## src/rtl/shreg_univ_burst.sv

```systemverilog
// N-bit universal shift register: manual hold/shift/rotate/load plus an
// automatic burst engine that performs a programmed number of shifts.
module shreg_univ_burst #(
  parameter int unsigned N     = 8,
  parameter int unsigned CNT_W = 4
) (
  input  logic             sclk,
  input  logic             srst_n,
  input  logic             en,
  input  logic [1:0]       mode,
  input  logic             rot,
  input  logic             sin_r,
  input  logic             sin_l,
  input  logic [N-1:0]     D,
  input  logic             start,
  input  logic [CNT_W-1:0] nshift,
  input  logic             dir,
  output logic [N-1:0]     Q,
  output logic             sout_r,
  output logic             sout_l,
  output logic             busy,
  output logic             done
);

  typedef enum logic [1:0] {
    S_IDLE = 2'd0,
    S_RUN  = 2'd1,
    S_DONE = 2'd2
  } state_e;

  localparam logic [1:0] MODE_HOLD = 2'b00;
  localparam logic [1:0] MODE_SHR  = 2'b01;
  localparam logic [1:0] MODE_SHL  = 2'b10;
  localparam logic [1:0] MODE_LOAD = 2'b11;

  state_e             state_q, state_d;
  logic [N-1:0]       q_q, q_d;
  logic [CNT_W-1:0]   cnt_q, cnt_d;
  logic               dir_q, dir_d;
  logic               busy_q, busy_d;
  logic               done_q, done_d;
  logic [N-1:0]       shr_val, shl_val;

  // Fill bit comes from the opposite end when rotating, else from the serial input.
  assign shr_val = {(rot ? q_q[0]   : sin_r), q_q[N-1:1]};
  assign shl_val = {q_q[N-2:0], (rot ? q_q[N-1] : sin_l)};

  // Next-state and datapath update.
  always_comb begin
    state_d = state_q;
    q_d     = q_q;
    cnt_d   = cnt_q;
    dir_d   = dir_q;
    done_d  = 1'b0;
    if (en) begin
      unique case (state_q)
        S_IDLE: begin
          if (start) begin
            cnt_d   = nshift;
            dir_d   = dir;
            state_d = (nshift == '0) ? S_DONE : S_RUN;
          end else begin
            unique case (mode)
              MODE_HOLD: q_d = q_q;
              MODE_SHR:  q_d = shr_val;
              MODE_SHL:  q_d = shl_val;
              MODE_LOAD: q_d = D;
              default:   q_d = q_q;
            endcase
          end
        end
        S_RUN: begin
          q_d   = dir_q ? shl_val : shr_val;
          cnt_d = cnt_q - CNT_W'(1);
          if (cnt_q == CNT_W'(1)) state_d = S_DONE;
        end
        S_DONE: begin
          // Leave only once the pulse has actually been presented with en high.
          if (done_q) state_d = S_IDLE;
        end
        default: state_d = S_IDLE;
      endcase
      done_d = (state_d == S_DONE);
    end
    busy_d = (state_d == S_RUN);
  end

  always_ff @(posedge sclk or negedge srst_n) begin
    if (!srst_n) begin
      state_q <= S_IDLE;
      q_q     <= '0;
      cnt_q   <= '0;
      dir_q   <= 1'b0;
      busy_q  <= 1'b0;
      done_q  <= 1'b0;
    end else begin
      state_q <= state_d;
      q_q     <= q_d;
      cnt_q   <= cnt_d;
      dir_q   <= dir_d;
      busy_q  <= busy_d;
      done_q  <= done_d;
    end
  end

  assign Q      = q_q;
  assign sout_r = q_q[0];
  assign sout_l = q_q[N-1];
  assign busy   = busy_q;
  assign done   = done_q;

endmodule

```

## config.mk

```make
export PLATFORM = sky130hd
export DESIGN_NAME = shreg_univ_burst
export DESIGN_NICKNAME = d
export VERILOG_FILES = /design/src/rtl/shreg_univ_burst.sv
export SDC_FILE = /design/constraint.sdc
export NUM_CORES = 1
export LEC_CHECK = 0
export BUFFER_PORTS_ARGS = -buffer_cell sky130_fd_sc_hd__buf_2
export CORE_ASPECT_RATIO = 1.4
export CORE_MARGIN = 2
export CORE_UTILIZATION = 45
export CTS_CLUSTER_SIZE = 24
export DETAILED_ROUTE_END_ITERATION = 6
export PLACE_DENSITY = 0.72
export SLEW_MARGIN = 20
export SYNTH_ARGS = -nofsm -noshare
export SYNTH_HDL_FRONTEND = slang
export SYNTH_SLANG_ARGS = --single-unit
export TNS_END_PERCENT = 30
```

## constraint.sdc

```tcl
create_clock -name sclk -period 2.1 [get_ports sclk]
set_clock_uncertainty 0.1 [all_clocks]
set_input_delay 0.42 -clock sclk [delete_from_list [all_inputs] [get_ports sclk]]
set_output_delay 0.42 -clock sclk [all_outputs]
set_load 0.02 [all_outputs]
```

# After elaboration in Yosys (flattened, before gate mapping)
# Cells that the tools add are included.
# op_classes
n_addsub	1
n_mul	0
div	0
magnitude_cmp	0
n_eq_ne	11
shifts	0
mux	16
bitwise	0
n_reduce_logical	7
# ops
operator	count
$pmux 8 s3	1
$mux 8	2
$pmux 8 s2	1
$mux 2	6
$eq 2x2->1 const B	4
$pmux 4 s2	1
$eq 2x1->1 const B	3
$ne 2x2->1 const B	3
$pmux 2 s3	1
$reduce_and 3->1	2
$eq 4x1->1 const B	1
$logic_not 2->1	2
$logic_not 4->1	1
$mux 4	1
$reduce_and 4->1	1
$sub 4x1->4 const B	1
$mux 1	3
$reduce_bool 2->1	1
# word_totals
ff_bits	17
latchBits	0
ram_bits	0
rom_bits	0
input_bits	22
word_cells	41
n_memories	0

# Logic depth before layout (Yosys ltp)
# Gate-level depths: netlist of run 1.
# logic_depth
word_depth	7
ltp_mapped	6
depth_no_buf	6

# Least setup slack after synthesis of run 1
# OpenSTA, ideal clock, no wires.
# synth_timing
path_kind	register to register
startpoint	register q_q[7] (netlist: Q[7])
endpoint	register q_q[0] (netlist: Q[0])
arrival_ns	1.312
required_time_ns	1.875
slack_ns	0.563
path_stages_with_launch	5
n_path_buf	0
period_less_slack_ns	1.537
path_cell_list	dfrtp_1 > mux2_2 > o2111ai_1 > o211ai_2 > mux2_2
# synth_via
elab_chain_len	4
elab_cells_between_ends	5
classes_between	mux: 5
# synth_lines
element	line	rtl
start, declared	37	logic [N-1:0] q_q, q_d;
start signal, assigned	98	q_q <= q_d;
$mux 1 *	46	assign shl_val = {q_q[N-2:0], (rot ? q_q[N-1] : sin_l)};
$pmux 8 s3	63	unique case (mode)
$mux 8	58	if (start) begin
$pmux 8 s2 *	56	unique case (state_q)
# Mark *: on every way between the ends. The rest lies on a longest branch, timed or not. The select of a mux whose other input is x is not followed.
# A chain may end at the register's enable or synchronous reset.

# Final worst setup path of run 1
# layout_timing
startpoint	register state_q[0]
endpoint	register q_q[3] (netlist: Q[3])
# layout_via
elab_chain_len	3
elab_cells_between_ends	7
classes_between	eq/ne: 3; mux: 1; reduce/logical: 3
# layout_lines
element	line	rtl
start, declared	36	state_e state_q, state_d;
start signal, assigned	97	state_q <= state_d;
$logic_not 2->1 / $eq 2x1->1 (equally long branches)	56	
$ne 2x2->1 (no line) / $reduce_bool 2->1 (equally long branches)	--	
$reduce_and 4->1 (no line)	--	
# Parallel ways exist; a longest one is shown, timed or not.

==> impl_results.md, run 1 <==
* Status: complete, no violations
* IO buf count at 33
* Hold EP: dir_q$_DFFE_PN0P_
* Crit Path Max Fanout at 9
* Clock Latency Late Sink at 0.29 ns
* Post-synth EDFFs at 0
* Residual DRC at 0
* RSZ-0062 raised after global routing: no
* Seq/Total Area, Yosys at approximately two fifths
* Die Y at 60.4 um
* Worst setup EP type: flop
* MaxCap Viol Count at 0
* Post-synth top flop: dfrtp_1
* Crit start category: flop
* Area growth syn-to-layout at 20.0%
* Post-route ant nets at 0
* Mapped Cells at between 100 and 150
* CTS tree: done
* Commonest non-fill, non-tap cell in the layout: buf_2
* Post CTS Setup Buffer Count at 0
* Drt pass-1 iters at 4
* R2r endpoint: Q[3]$_DFFE_PN0P_
* H-Tree Depth at 1
* Root Buffer: clkbuf_4
* Total Wirelength at approximately 2300 um
* Number of buffers created by CTS at 3
* CP Data Arrival Time at about 1.8 ns
* Area of the multi-input gates at 552 um2
* Die ar. at 2680 um2
* Dpl hpwl at 1690 um
* R2R Setup Slk at just over 0.4 ns
* Hold Crit Class: primary input to flop
* Layout cells sized above 1 at 36.4%
* Global route overflow at 0
* GPL Wtd Cong at ~0.79
* Routed length per instance at 13.9 um
* Avg Vias per Cell at between 5 and 6
* Final period util at roughly 80%
* Fmax at a little under 0.6 GHz
* DR vias at around 930
* Worst slew pin tran at 0.434 ns
* Final setup TNS at 0 ns
* First-pass GRT wire length at between 3000 and 4000 um
* Mapped Area at roughly 1000 um2
* Largest net degree at the start of global routing at 18
* Worst hold stages at 2
* Power per Cell Area at around 1400 nW/um2
* Min-delay src: dir
* Worst ir drop on vdd at between 600 and 700 uV
* Starting Density at ~48%
* Syn nets at 129
* CTS Sinks at 17
* Cell row count at 20
* # setup viols final at 0
* Synth warn at 0
* Netlist cell types at 38
* I/O pin count at 34
* Required time of the critical path at approximately 2.2 ns
* Tmin final at roughly 1.7 ns
* CTS Buffer Depth at 2
* Slew HR at 70.8%
* WS Path Type: flop to flop
* Utilization after layout at a little under three fifths
* Initial antenna violation count at 0
* Die W at 44.3 um
* R2R cell count at 4
* Max Slew Vio Count at 0
* Total GRT Usage at between 10% and 20%
* Antenna cells at 0
* Number of global-route vias before repair at ~890
* LEAKAGE at roughly 0.58 nW
* Synth Area per Inst at 9.75 um2
* Flops & latches, synth at 17
* CTS clk-pin slew, worst paths at 0.10 ns
* Worst R2R Start: state_q[0]$_DFF_PN0_
* Most frequent cells in the layout: 33 x buf_2, 17 x dfrtp_1, 11 x nand2_1
* Final hold violations at 0
* # fillers at 202
* Sequential Area at roughly 430 um2
* Fraction of registers with async set/reset at 100%
* Iteration-0 DRC Markers at 16
* Fin nets at 165
* CORE AREA at approximately 2200 um2
-- cell usage after synthesis (2+ instances only) --
master	n	area share, %
dfrtp_1	17	42
nand2_1	11	4.0
nor2_1	9	3.3
o22ai_1	8	4.9
o21ai_0	5	2.4
o31ai_1	5	3.7
a21oi_1	4	2.0
inv_1	4	1.5
mux2_2	4	4.4
nand2b_1	3	1.8
nor2b_1	3	1.8
buf_4	2	1.5
ha_1	2	2.4
nand3_1	2	0.98
o21a_1	2	1.5
o31ai_2	2	2.4
-- worst max-delay path by stage --
stage	startpoint	endpoint	slack, ns	cells after the start
global placement	rot	Q[0]$_DFFE_PN0P_	0.47	5
detailed placement	state_q[0]$_DFF_PN0_	Q[7]$_DFFE_PN0P_	0.41	4
floorplan	Q[7]$_DFFE_PN0P_	Q[0]$_DFFE_PN0P_	0.56	4
finish	state_q[0]$_DFF_PN0_	Q[3]$_DFFE_PN0P_	0.42	4
global route	state_q[0]$_DFF_PN0_	Q[7]$_DFFE_PN0P_	0.26	4
CTS	state_q[0]$_DFF_PN0_	Q[7]$_DFFE_PN0P_	0.39	4
-- power by group --
group / switching, mW / internal (mW)
clock network: 0.106 / 0.0739
logic: 0.542 / 0.422
registers: 0.156 / 0.478
-- timing repair --
action	CTS	global route
hold endpoints to repair	17	0
hold buffers	1	0
gates resized for setup	0	0
-- area by class of cell --
class	count	area share [%]
clock buffers	4	2.14
inverters	4	1.22
repair buffers	35	14.9
multi-input cells	80	44.9
well taps	22	2.24
flip-flops and latches	17	34.6
-- metal layers --
metal | up-vias | GRT usage, % | part of all wire, %
li1 | 456 | - | -
met1 | 442 | 20.8 | 41
met2 | 31 | 35.1 | 51
met3 | 5 | 2.38 | 6.2
met4 | 0 | 9.09 | 2.0
met5 | - | 0 | 0
-- kinds of logic after synthesis --
group | Yosys count | share of synthesized area (%)
buffers and inverters | 8 | 4.52
muxes | 7 | 9.05
and+or+nand+nor | 37 | 18.5
adders and majority gates | 2 | 2.44
AOI/OAI and AO/OA | 34 | 24.0
DFF | 17 | 41.6
-- state kept, by name (all words and copies together), names as in the netlist --
signal,cells
dir_q,1
busy,1
state_q,2
cnt_q,4
Q,8
done,1
-- critical path: stages, from the launching register on --
cell	delay [ns]
dfrtp_1	0.48
nand2b_1	0.35
mux2i_4	0.39
nor2_1	0.07
o31ai_1	0.20
-- per-stage QoR --
step | hold slack (ns) | power (mW) | instance area (um2) | setup WS (ns) | std cells
finish | 0.245 | 1.78 | 1230 | 0.415 | 162
global route | 0.240 | 1.92 | 1230 | 0.264 | 162
CTS | 0.241 | 1.80 | 1230 | 0.387 | 162
detailed placement | 0.272 | 1.61 | 1190 | 0.406 | 157
global placement | 0.272 | 1.59 | 1190 | 0.470 | 157
floorplan | 0.0244 | 1.39 | 1020 | 0.563 | 105
(Power assumes the default switching activity.)
==> run 2, diff against run 1 <==
==> constraint.sdc (replaced) <==
create_clock -name sclk -period 1.65 [get_ports sclk]
set_clock_uncertainty 0.1 [all_clocks]
set_input_delay 0.33 -clock sclk [delete_from_list [all_inputs] [get_ports sclk]]
set_output_delay 0.33 -clock sclk [all_outputs]
set_load 0.02 [all_outputs]
==> impl_results.md, run 2 (synthesis gave the netlist of run 1 again) <==
* Power per Cell Area at 1850 nW/um2 (was 1450 nW/um2)
* R2R cell count at 4 (unchanged)
* Pwr Total at 2.34 mW (was 1.78 mW)
* Final period util at 91.9% (was 80.2%)
* Setup WS post-layout at 0.134 ns (was 0.415 ns)
* Clock Latency Late Sink at 0.28 ns (was 0.29 ns)
* Initial antenna violation count at 0 (unchanged)
* WS Path Type: flop to flop (unchanged)
* Number of buffers created by CTS at 3 (unchanged)
* Worst ir drop on vdd at 970 uV (was 660 uV)
* Fin nets at 169 (was 165)
* Hold EP: dir_q$_DFFE_PN0P_ (unchanged)
* Iteration-0 DRC Markers at 42 (was 16)
* Largest net degree at the start of global routing at 18 (unchanged)
* Worst setup EP type: flop (unchanged)
* Tmin final at 1.52 ns (was 1.68 ns)
* Crit start category: flop (unchanged)
* Total Wirelength at 2310 um (was 2250 um)
* LEAKAGE at 0.598 nW (was 0.579 nW)
* # fillers at 210 (was 202)
* R2r endpoint: Q[4]$_DFFE_PN0P_ (was Q[3]$_DFFE_PN0P_)
* Hold Crit Class: primary input to flop (unchanged)
* Area of the multi-input gates at 554 um2 (was 552 um2)
* Max FFs per register at 8 (unchanged)
* Final hold violations at 0 (unchanged)
* Fmax at 0.659 GHz (was 0.594 GHz)
* Setup WS pre-CTS at 0.0839 ns (was 0.406 ns)
* Layout cells sized above 1 at 38.9% (was 36.4%)
* Area growth syn-to-layout at 23.2% (was 20.0%)
* CTS Sinks at 17 (unchanged)
* Post-route ant nets at 0 (unchanged)
* I/O pin count at 34 (unchanged)
* First-pass GRT wire length at 3870 um (was 3720 um)
* Root Buffer: clkbuf_4 (unchanged)
* Commonest non-fill, non-tap cell in the layout: buf_2 (unchanged)
* IO buf count at 33 (unchanged)
* RSZ-0062 raised after global routing: yes (was no)
* Global route overflow at 0 (unchanged)
* Total GRT Usage at 19.3% (was 18.9%)
* Avg Vias per Cell at 5.69 (was 5.77)
* Starting Density at 47.6% (unchanged)
* DR vias at 944 (was 934)
* CP Data Arrival Time at 1.59 ns (was 1.78 ns)
* MaxCap Viol Count at 0 (unchanged)
* Max Slew Vio Count at 0 (unchanged)
* Die W at 44.3 um (unchanged)
* CTS Buffer Depth at 2 (unchanged)
* Min-delay src: dir (unchanged)
* CTS tree: done (unchanged)
* H-Tree Depth at 1 (unchanged)
* Most frequent cells in the layout: 33 x buf_2, 17 x dfrtp_1, 11 x nand2_1 (unchanged)
* Dpl cells at 161 (was 157)
* Crit Path Max Fanout at 8 (was 9)
* Utilization after layout at 58.6% (was 57.1%)
* Worst setup path start: state_q[1]$_DFF_PN0_ (was state_q[0]$_DFF_PN0_)
* Cell row count at 20 (unchanged)
* Dpl hpwl at 1760 um (was 1690 um)
* Worst hold stages at 2 (unchanged)
* CTS clk-pin slew, worst paths at 0.10 ns (about the same)
* Routed length per instance at 13.9 um (about the same)
* Layout Cells excl Fill at 166 (was 162)
* Slew HR at 72.3% (was 70.8%)
* Worst slew pin tran at 0.416 ns (was 0.434 ns)
* CORE AREA at 2150 um2 (unchanged)
* Design area at 1260 um2 (was 1230 um2)
* Antenna cells at 0 (unchanged)
* Number of global-route vias before repair at 907 (was 893)
* Die ar. at 2680 um2 (unchanged)
* Placed cell area at 1220 um2 (was 1190 um2)
* Worst R2R Start: state_q[1]$_DFF_PN0_ (was state_q[0]$_DFF_PN0_)
* GPL Wtd Cong at 0.787 (was 0.794)
* R2R Setup Slk at 0.13 ns (was 0.42 ns)
* Required time of the critical path at 1.72 ns (was 2.20 ns)
* Die Y at 60.4 um (unchanged)
* Status: complete, no violations (unchanged)
* # setup viols final at 0 (unchanged)
* Sequential Area at 425 um2 (unchanged)
* Drt pass-1 iters at 4 (unchanged)
* Residual DRC at 0 (unchanged)
run 2: cell count changes in the layout (fill, tap and decap cells not counted), sizes merged:
cell and delta:
buf +4
run 2: worst max path at each step:
| stage | endpoint | slack, ns |
|---|---|---|
| finish | Q[4]$_DFFE_PN0P_ | 0.13 |
| global route | busy$_DFF_PN0_ | -0.01 |
| CTS | Q[2]$_DFFE_PN0P_ | 0.07 |
| detailed placement | Q[0]$_DFFE_PN0P_ | 0.08 |
| global placement | Q[0]$_DFFE_PN0P_ | 0.11 |
| floorplan | Q[0]$_DFFE_PN0P_ | 0.11 |
run 2: timing repair:
item / in CTS / in global routing
endpoints found under the setup margin: 0 / 3
resized for setup: 0 / 1
hold endpoints to repair: 17 / 0
hold buffers: 1 / 0
buffers inserted: 0 / 0
run 2: critical path, stage by stage (launching register included):
cell and delay (ns):
dfrtp_1 0.42, and2b_4 0.26, mux2_4 0.35, o22ai_1 0.20, o31ai_2 0.08
run 2: area by class of cell:
type | count | area share, %
multi-input cells | 80 | 43.9
well taps | 22 | 2.18
inverters | 4 | 1.19
clock buffers | 4 | 2.08
flip-flops and latches | 17 | 33.7
repair buffers | 39 | 16.9
run 2: layer usage:
layer / vias up / wire (um) / track usage [%]
met3: 2 / 113 / 1.79
met2: 32 / 1250 / 36.1
met5: - / 0 / 0
met1: 447 / 928 / 22.6
met4: 0 / 17 / 6.49
li1: 463 / - / -
run 2: where the power goes:
| part | switching [mW] | internal, mW |
|---|---|---|
| Sequential | 0.189 | 0.608 |
| Clock | 0.130 | 0.0937 |
| Combinational | 0.720 | 0.596 |
| Total | 1.04 | 1.30 |
run 2: per-stage QoR:
step / TNS (ns) / hold slack [ns]
6_report: 0 / 0.173
5_1_grt: -0.0108 / 0.175
4_1_cts: 0 / 0.169
3_5_place_dp: 0 / 0.183
3_3_place_gp: 0 / 0.177
2_1_floorplan: 0 / -0.0656
==> run 3, diff against run 2 <==
--- a/config.mk
+++ b/config.mk
@@ -6,12 +6,11 @@
 export NUM_CORES = 1
 export LEC_CHECK = 0
 export BUFFER_PORTS_ARGS = -buffer_cell sky130_fd_sc_hd__buf_2
-export CORE_ASPECT_RATIO = 1.4
 export CORE_MARGIN = 2
-export CORE_UTILIZATION = 45
+export CORE_UTILIZATION = 49
 export CTS_CLUSTER_SIZE = 24
 export DETAILED_ROUTE_END_ITERATION = 6
-export PLACE_DENSITY = 0.72
+export PLACE_DENSITY = 0.78
 export SLEW_MARGIN = 20
 export SYNTH_ARGS = -nofsm -noshare
 export SYNTH_HDL_FRONTEND = slang
==> impl_results.md, run 3 (synthesis gave the netlist of run 1 again) <==
* Status: complete, no violations (unchanged)
* Slowest-stage cell, CP: dfrtp_1 (unchanged)
* Hold Crit Class: primary input to flop (unchanged)
* Routed length per instance at 13.5 um (was 13.9 um)
* Worst slew pin tran at 0.403 ns (was 0.416 ns)
* Avg Vias per Cell at 5.46 (was 5.69)
* R2r endpoint: Q[5]$_DFFE_PN0P_ (was Q[4]$_DFFE_PN0P_)
* CORE AREA at 1960 um2 (was 2150 um2)
* RSZ-0062 raised after global routing: no (was yes)
* Power per Cell Area at 1840 nW/um2 (was 1850 nW/um2)
* Dpl cells at 166 (was 161)
* Worst setup path start: state_q[1]$_DFF_PN0_ (unchanged)
* DR vias at 945 (was 944)
* First-pass GRT wire length at 3800 um (was 3870 um)
* CP Data Arrival Time at 1.61 ns (was 1.59 ns)
* CP peak stage delay at 0.42 ns (about the same)
* Cell Chain, Critical Path: and2b_4 -> mux2_4 -> o22ai_1 -> o31ai_2 (unchanged)
* Drt pass-1 iters at 4 (unchanged)
* H-Tree Depth at 1 (unchanged)
* Layout Cells excl Fill at 173 (was 166)
* Required time of the critical path at 1.74 ns (was 1.72 ns)
* Largest net degree at the start of global routing at 18 (unchanged)
* GPL Wtd Cong at 0.779 (was 0.787)
* Crit start category: flop (unchanged)
* CTS Sinks at 17 (unchanged)
* CTS tree: done (unchanged)
* Clock Latency Late Sink at 0.29 ns (was 0.28 ns)
* Fmax at 0.658 GHz (was 0.659 GHz)
* Pwr Total at 2.38 mW (was 2.34 mW)
* Number of global-route vias before repair at 918 (was 907)
* Slew HR at 73.2% (was 72.3%)
* Dpl hpwl at 1700 um (was 1760 um)
* Global route overflow at 0 (unchanged)
* Post-route ant nets at 0 (unchanged)
* Total Wirelength at 2340 um (was 2310 um)
* Initial antenna violation count at 0 (unchanged)
* CTS clk-pin slew, worst paths at 0.11 ns (was 0.10 ns)
* Most frequent cells in the layout: 33 x buf_2, 17 x dfrtp_1, 11 x nand2_1 (unchanged)
* IO buf count at 33 (unchanged)
* Root Buffer: clkbuf_4 (unchanged)
* Final hold violations at 0 (unchanged)
* Final setup TNS at 0 ns (unchanged)
* Tmin final at 1.52 ns (about the same)
* Max FFs per register at 8 (unchanged)
* LEAKAGE at 0.607 nW (was 0.598 nW)
* R2R cell count at 4 (unchanged)
* MaxCap Viol Count at 0 (unchanged)
* Critical Path End: Q[5]$_DFFE_PN0P_ (was Q[4]$_DFFE_PN0P_)
* Setup WS pre-CTS at 0.0671 ns (was 0.0839 ns)
* WS Path Type: flop to flop (unchanged)
* Cell row count at 16 (was 20)
* Iteration-0 DRC Markers at 14 (was 42)
* Min-delay src: dir (unchanged)
* Number of buffers created by CTS at 3 (unchanged)
* Die W at 49.7 um (was 44.3 um)
* # setup viols final at 0 (unchanged)
* Utilization after layout at 65.8% (was 58.6%)
* Crit Path Max Fanout at 8 (unchanged)
* Residual DRC at 0 (unchanged)
* CTS Buffer Depth at 2 (unchanged)
* Layout cells sized above 1 at 41.1% (was 38.9%)
* Worst R2R Start: state_q[1]$_DFF_PN0_ (unchanged)
* Max Slew Vio Count at 0 (unchanged)
* Starting Density at 52.2% (was 47.6%)
* Total GRT Usage at 20.1% (was 19.3%)
* R2R Setup Slk at 0.13 ns (about the same)
* Commonest non-fill, non-tap cell in the layout: buf_2 (unchanged)
* Worst ir drop on vdd at 889 uV (was 970 uV)
* Die ar. at 2470 um2 (was 2680 um2)
* Final period util at 92.2% (was 91.9%)
* Area growth syn-to-layout at 26.2% (was 23.2%)
* Die Y at 49.7 um (was 60.4 um)
* Setup WS post-layout at 0.129 ns (was 0.134 ns)
* Antenna cells at 0 (unchanged)
* Worst setup EP type: flop (unchanged)
* Fin nets at 171 (was 169)
* I/O pin count at 34 (unchanged)
## run 3: metal layers
layer  routed length [um]  vias up  GRT usage (%)
met5                    0        -              0
met4                   32        0           8.80
met3                  139        4           3.33
met2                 1190       30           35.1
met1                  981      444           24.1
li1                     -      467              -
## run 3: layout make-up
cell class | instances | area (um2)
Sequential cell | 17 | 425
Inverter | 4 | 15.0
Timing Repair Buffer | 41 | 228
Clock inverter | 1 | 7.51
Fill cell | 187 | 671
Clock buffer | 3 | 22.5
Tap cell | 27 | 33.8
Multi-Input combinational cell | 80 | 559
## run 3: worst min-delay path by stage
stage	end	slack, ns	cells after the start
after global routing	dir_q$_DFFE_PN0P_	0.16	2
after floorplan	Q[0]$_DFFE_PN0P_	-0.07	0
after detailed placement	Q[4]$_DFFE_PN0P_	0.17	1
after CTS	dir_q$_DFFE_PN0P_	0.17	2
final	dir_q$_DFFE_PN0P_	0.17	2
after global placement	Q[4]$_DFFE_PN0P_	0.17	1
## run 3: timing repair
| item | in CTS | in global routing |
|---|---|---|
| hold buffers | 1 | 0 |
| gates resized for setup | 0 | 2 |
| setup buffers | 0 | 2 |
| endpoints found under the setup margin | 0 | 4 |
| hold endpoints to repair | 17 | 0 |
## run 3: power breakdown
| part | total, mW | leakage [nW] | internal (mW) | switching (mW) |
|---|---|---|---|---|
| Combinational | 1.34 | 0.386 | 0.610 | 0.730 |
| Sequential | 0.806 | 0.206 | 0.608 | 0.198 |
| Clock | 0.232 | 0.0139 | 0.0921 | 0.140 |
| Total | 2.38 | 0.607 | 1.31 | 1.07 |
## run 3: stage by stage
stage	instance area, um2	hold slack (ns)
floorplan	1020	-0.0656
global placement	1230	0.174
detailed placement	1230	0.174
CTS	1270	0.172
global route	1290	0.163
finish	1290	0.173
## run 3: worst max-delay path, delay by kind of cell, from the launching register on
| kind | cells | cell delay [ns] |
|---|---|---|
| flip-flops | 1 | 0.42 |
| multiplexers | 1 | 0.34 |
| AO/OA/AOI/OAI | 2 | 0.29 |
| AND/OR/NAND/NOR | 1 | 0.26 |
